<file path="config.mk">
export PLATFORM = sky130hd
export DESIGN_NAME = sram_port_arbiter
export DESIGN_NICKNAME = d
export VERILOG_FILES = /design/src/rtl/cpu_mem_pkg.sv /design/src/rtl/arb_tag_pipe.sv /design/src/rtl/sram_port_arbiter.sv
export SDC_FILE = /design/constraint.sdc
export NUM_CORES = 1
export LEC_CHECK = 0
export CAP_MARGIN = 20
export CORE_UTILIZATION = 35
export DETAILED_ROUTE_END_ITERATION = 10
export HOLD_SLACK_MARGIN = 0.06
export PLACE_DENSITY = 0.89
export SETUP_SLACK_MARGIN = 0.1
export SLEW_MARGIN = 0
export SYNTH_ARGS = -nofsm -noshare
export SYNTH_HDL_FRONTEND = slang
export SYNTH_SLANG_ARGS = --single-unit
</file>
<file path="constraint.sdc">
create_clock -name clk -period 2.05 [get_ports clk]
set_input_delay 0.5125 -clock clk [delete_from_list [all_inputs] [get_ports clk]]
set_output_delay 0.5125 -clock clk [all_outputs]
set_load 0.005 [all_outputs]
</file>
<file path="src/rtl/cpu_mem_pkg.sv">
// cpu_mem_pkg: owner encodings, tag type and kseg0/kseg1 address mapping shared by the SRAM arbiter
package cpu_mem_pkg;
  localparam logic OWNER_INST = 1'b0;
  localparam logic OWNER_DATA = 1'b1;
  localparam int MEM_LAT_MIN = 1;
  localparam int MEM_LAT_MAX = 4;
  typedef struct packed {
    logic valid;
    logic owner;
    logic is_load;
  } tag_t;
  function automatic logic [31:0] kseg_map(input logic [31:0] addr, input logic map_en);
    return (map_en && addr[31:30] == 2'b10) ? {3'b000, addr[28:0]} : addr;
  endfunction
endpackage

</file>
<file path="src/rtl/arb_tag_pipe.sv">
// arb_tag_pipe: MEM_LAT-deep shift register of in-flight access tags with per-owner pending flags
module arb_tag_pipe
  import cpu_mem_pkg::*;
#(
  parameter int MEM_LAT = 1
) (
  input  logic clk,
  input  logic resetn,
  input  tag_t tail,
  output tag_t head,
  output logic inst_pend,
  output logic data_pend
);
  tag_t pipe [MEM_LAT];
  always_ff @(posedge clk)
    if (!resetn)
      pipe <= '{default: '0};
    else begin
      pipe[0] <= tail;
      for (int i = 1; i < MEM_LAT; i++) pipe[i] <= pipe[i-1];
    end
  always_comb begin
    inst_pend = 1'b0;
    data_pend = 1'b0;
    for (int i = 0; i < MEM_LAT - 1; i++) begin
      inst_pend = inst_pend | (pipe[i].valid && pipe[i].owner == OWNER_INST);
      data_pend = data_pend | (pipe[i].valid && pipe[i].owner == OWNER_DATA);
    end
  end
  assign head = pipe[MEM_LAT-1];
endmodule

</file>
<file path="src/rtl/sram_port_arbiter.sv">
// sram_port_arbiter: shares one SRAM port between fetch and data sides with anti-starvation and kseg mapping
module sram_port_arbiter
  import cpu_mem_pkg::*;
#(
  parameter int MEM_LAT    = 1,
  parameter int STARVE_MAX = 4,
  parameter bit MAP_EN     = 1'b1
) (
  input  logic        clk,
  input  logic        resetn,
  input  logic        inst_req,
  input  logic [31:0] inst_addr,
  output logic        inst_gnt,
  output logic        inst_rvalid,
  output logic [31:0] inst_rdata,
  output logic        inst_stall,
  input  logic        data_req,
  input  logic [3:0]  data_wen,
  input  logic [31:0] data_addr,
  input  logic [31:0] data_wdata,
  output logic        data_gnt,
  output logic        data_rvalid,
  output logic [31:0] data_rdata,
  output logic        data_stall,
  output logic        mem_en,
  output logic [3:0]  mem_wen,
  output logic [31:0] mem_addr,
  output logic [31:0] mem_wdata,
  input  logic [31:0] mem_rdata
);
  logic [3:0]  starve_cnt;
  logic [31:0] inst_rdata_q, data_rdata_q;
  logic        inst_pend, data_pend;
  tag_t        tail, head;
  assign data_gnt    = resetn && data_req && !(inst_req && starve_cnt == 4'(STARVE_MAX));
  assign inst_gnt    = resetn && inst_req && !data_gnt;
  assign mem_en      = inst_gnt | data_gnt;
  assign mem_wen     = data_gnt ? data_wen : 4'b0000;
  assign mem_wdata   = data_gnt ? data_wdata : '0;
  assign mem_addr    = mem_en ? kseg_map(data_gnt ? data_addr : inst_addr, MAP_EN) : '0;
  assign tail        = '{valid: mem_en, owner: data_gnt ? OWNER_DATA : OWNER_INST, is_load: data_gnt && data_wen == 4'b0000};
  assign inst_rvalid = head.valid && head.owner == OWNER_INST;
  assign data_rvalid = head.valid && head.owner == OWNER_DATA;
  assign inst_rdata  = inst_rvalid ? mem_rdata : inst_rdata_q;
  assign data_rdata  = data_rvalid && head.is_load ? mem_rdata : data_rdata_q;
  assign inst_stall  = (inst_req && !inst_gnt) || inst_pend;
  assign data_stall  = (data_req && !data_gnt) || data_pend;
  arb_tag_pipe #(.MEM_LAT(MEM_LAT)) u_tag_pipe (
    .clk       (clk),
    .resetn    (resetn),
    .tail      (tail),
    .head      (head),
    .inst_pend (inst_pend),
    .data_pend (data_pend)
  );
  always_ff @(posedge clk)
    if (!resetn) begin
      starve_cnt   <= '0;
      inst_rdata_q <= '0;
      data_rdata_q <= '0;
    end else begin
      starve_cnt <= (inst_req && !inst_gnt) ? starve_cnt + 4'd1 : '0;
      if (inst_rvalid) inst_rdata_q <= mem_rdata;
      if (data_rvalid && head.is_load) data_rdata_q <= mem_rdata;
    end
endmodule

</file>
==> metrics <==
worst rel slew slack 0.7784; Max Clock Freq 387.3 MHz; largest net degree at the start of global routing 62; endpoint required time on the critical path 1.54 ns; met3 Use GR 0.06683; count of yosys warnings during synthesis 0; initial antenna violation count 0; I/O pins ~280; Total GRT Usage 0.2669; largest driver fanout on the critical path 5; Period minus WS final 2.582 ns; switching pwr 0.9980 mW; TritonCTS sink count 71; Reg2Reg Launch Point u_tag_pipe.head[1]; Placeable Area between 10000 and 15000 um2; FF+latch count, synth 71; full die area 11230 um2; number of instances in the synthesized netlist 358; wire length reported by the detailed router 16150 um; largest area contributor in the synthesized netlist sky130_fd_sc_hd__dfxtp_1; maximum root-to-sink buffer count 2; wire length of the first global-routing pass 22910 um; Detailed Routing Iterations Pass 1 4; total vias in the final route 4070; startpoint class of the critical path flop; max_cap viols 0; DP Cell Count 761; startpoint of the lowest-slack hold path starve_cnt[0]; number of buffers created by CTS 9; clock transition at the registers of the reported paths 0.08 ns; HP Class reg -> reg; final hold violations 0; R2R setup slack 0.29 ns; die height 106.0 um; sequential cell fraction of total power 0.353; most numerous cell in the Yosys netlist sky130_fd_sc_hd__and2_1; status finished, violations left; synthesized cell area 3784 um2; combinational fraction of design power 0.301; violations in the final reports negative setup slack; Post-Route Skew 0.008997 ns; Fin Hold WS 0.5648 ns; GPL Wtd Cong 0.9012; row cnt 37; final worst path period share 1.259; Final #Nets 856; vias per cell 4.738; initial cell density of the core 0.3632; violation count after the first detailed-route iteration about 150; Primary FF master, synth sky130_fd_sc_hd__dfxtp_1; post-route core utilization 0.7795; Net Sw Frac 0.2448; detailed-placement wirelength estimate just over 10000 um; unrepaired setup endpoints after global routing true; fillcell total slightly below 600; count of pins over their slew limit 0; setup slack after layout -0.5320 ns; clock group share of total power 0.346; arrival time of data at the critical path endpoint 2.07 ns; width of the die 106.0 um; number of hold-repair buffers added at the cts stage 0; R2R cell count 9; clock latency on the worst-skew pair 0.35 ns; Final Non-Filler Cells 859; share of layout cells above drive strength 1 0.5201; final design instance area without fill just over 8000 um2; top-area cell type share of the netlist area 0.3757; synth cell count leaders sky130_fd_sc_hd__and2_1, sky130_fd_sc_hd__dfxtp_1, sky130_fd_sc_hd__mux2_2, sky130_fd_sc_hd__and3_1, sky130_fd_sc_hd__mux2_4; number of global-route vias before repair approximately 4500; final global-route overflow total 0; Root Buffer sky130_fd_sc_hd__clkbuf_8; H-tree levels 3; FFs w/ async S/R, synth 0; final setup vio count 129; Avg Inst Size Synth 10.57 um2; proportion of synthesized chip area in sequential cells 0.3757; Cell variety after synth 25; clock tree from TritonCTS built; count of flip-flops with a built-in enable after synthesis 0; cell types occupying the most area after synthesis sky130_fd_sc_hd__dfxtp_1, sky130_fd_sc_hd__mux2_2, sky130_fd_sc_hd__and2_1; final antenna diode count 0; post-placement cell area 6788 um2; hold worst-path end starve_cnt[0]; met1 usage 0.2530; detailed-route DRC error count 0; GR met2 Demand/Resource 0.5299; Power Total 4.076 mW; Internal Power 3.078 mW; synthesized netlist net count a little under 500; signed area change from the synthesized netlist to the final layout 114.6%; Worst R2R End data_rdata_q[11]; transition at the pin with the smallest max-transition slack 0.3289 ns; leakage power 4.113 nW; type of the setup path with the least slack reg -> out; most heavily used metal layer in global routing met2; endpoint class of the critical path output pin; ratio of total power to cell area 502.1 nW/um2; worst-case vdd ir drop 0.0003215 V; post-route antenna net violation count 0; detailed-route wire length per cell 18.80 um; count of input and output buffers 274; hold path cells 2
-- placed cells by master (no fill, tap or decap), types with 2 or more instances in the layout --
| master | instances |
|---|---|
| sky130_fd_sc_hd__nand2_1 | 5 |
| sky130_fd_sc_hd__clkbuf_2 | 57 |
| sky130_fd_sc_hd__inv_2 | 2 |
| sky130_fd_sc_hd__and2_1 | 91 |
| sky130_fd_sc_hd__and3_1 | 34 |
| sky130_fd_sc_hd__clkdlybuf4s50_1 | 133 |
| sky130_fd_sc_hd__buf_12 | 13 |
| sky130_fd_sc_hd__nand3_4 | 2 |
| sky130_fd_sc_hd__buf_4 | 32 |
| sky130_fd_sc_hd__dlymetal6s2s_1 | 2 |
| sky130_fd_sc_hd__dfxtp_1 | 67 |
| sky130_fd_sc_hd__clkbuf_8 | 9 |
| sky130_fd_sc_hd__and2_4 | 11 |
| sky130_fd_sc_hd__buf_2 | 9 |
| sky130_fd_sc_hd__buf_8 | 8 |
| sky130_fd_sc_hd__mux2_2 | 3 |
| sky130_fd_sc_hd__mux2i_1 | 2 |
| sky130_fd_sc_hd__mux2_4 | 91 |
| sky130_fd_sc_hd__bufinv_16 | 3 |
| sky130_fd_sc_hd__dfxtp_2 | 3 |
| sky130_fd_sc_hd__clkbuf_16 | 3 |
| sky130_fd_sc_hd__inv_6 | 3 |
| sky130_fd_sc_hd__buf_6 | 119 |
| sky130_fd_sc_hd__inv_1 | 3 |
-- worst max-delay path, stage by stage, from the launching register on --
cell and delay (ns):
sky130_fd_sc_hd__dfxtp_2 0.35, sky130_fd_sc_hd__inv_2 0.05, sky130_fd_sc_hd__ha_4 0.15, sky130_fd_sc_hd__nand4b_1 0.15
sky130_fd_sc_hd__nand3_4 0.12, sky130_fd_sc_hd__buf_12 0.15, sky130_fd_sc_hd__buf_6 0.13, sky130_fd_sc_hd__buf_6 0.11
sky130_fd_sc_hd__buf_6 0.10, sky130_fd_sc_hd__mux2_4 0.29, sky130_fd_sc_hd__buf_6 0.12
-- final cells by class --
cell class	count	area [um2]	area share
well taps	136	170.2	0.02096
multi-input cells	252	2482	0.3057
flip-flops and latches	71	1429	0.1760
clock inverters	7	127.6	0.01572
repair buffers	378	3759	0.4629
inverters	6	27.53	0.003390
clock buffers	9	123.9	0.01526
-- sequential cells by signal (all words and copies together), names as in the netlist --
register,count
starve_cnt,4
inst_rdata_q,32
u_tag_pipe.head,3
data_rdata_q,32
-- how the worst max path moves through the flow --
stage                     slack (ns)      endpoint           from  cells past startpoint
after CTS                      -0.66  mem_wdata[4]  starve_cnt[0]                      8
after global routing           -0.61   mem_addr[1]  starve_cnt[0]                     10
after detailed placement       -0.77    mem_wen[2]       inst_req                      7
after floorplan                 0.19  mem_addr[10]       inst_req                      5
after global placement         -0.72   mem_addr[1]       inst_req                      6
final                          -0.53   mem_addr[1]  starve_cnt[0]                     10
-- through the flow --
stage	setup WS [ns]	setup TNS [ns]
finish	-0.5320	-31.74
global route	-0.6129	-41.37
CTS	-0.6573	-47.56
detailed placement	-0.7697	-60.56
global placement	-0.7203	-56.08
floorplan	0.1886	0
-- routing by layer --
layer | part of all wire | vias up
li1 | - | 1911
met1 | 0.34 | 1920
met2 | 0.55 | 186
met3 | 0.059 | 53
met4 | 0.046 | 0
met5 | 0 | -
-- timing repair --
item                       in CTS  in global routing
cloned                          5                  3
setup buffers                  45                 39
pin swaps                       2                  3
setup endpoints to repair     138                139
gates resized for setup       465                240
-- power by group through the flow --
stage	Sequential, mW	Clock, mW	Combinational [mW]
final	1.44	1.41	1.23
after global routing	1.44	1.51	1.29
after CTS	1.44	1.43	1.10
after detailed placement	1.47	0	0.974
after global placement	1.47	0	0.952
after floorplan	1.46	0	0.345
-- cell families after synthesis --
logic type | after synthesis | synth area share
buffers and inverters | 35 | 0.05059
adder cells (fa/ha/maj) | 2 | 0.006613
XOR/XNOR | 2 | 0.004630
AND/OR/NAND/NOR | 149 | 0.2431
AO/OA/AOI/OAI | 3 | 0.005622
multiplexers | 96 | 0.3138
flip-flops | 71 | 0.3757
Power figures use the tool's default switching activity.
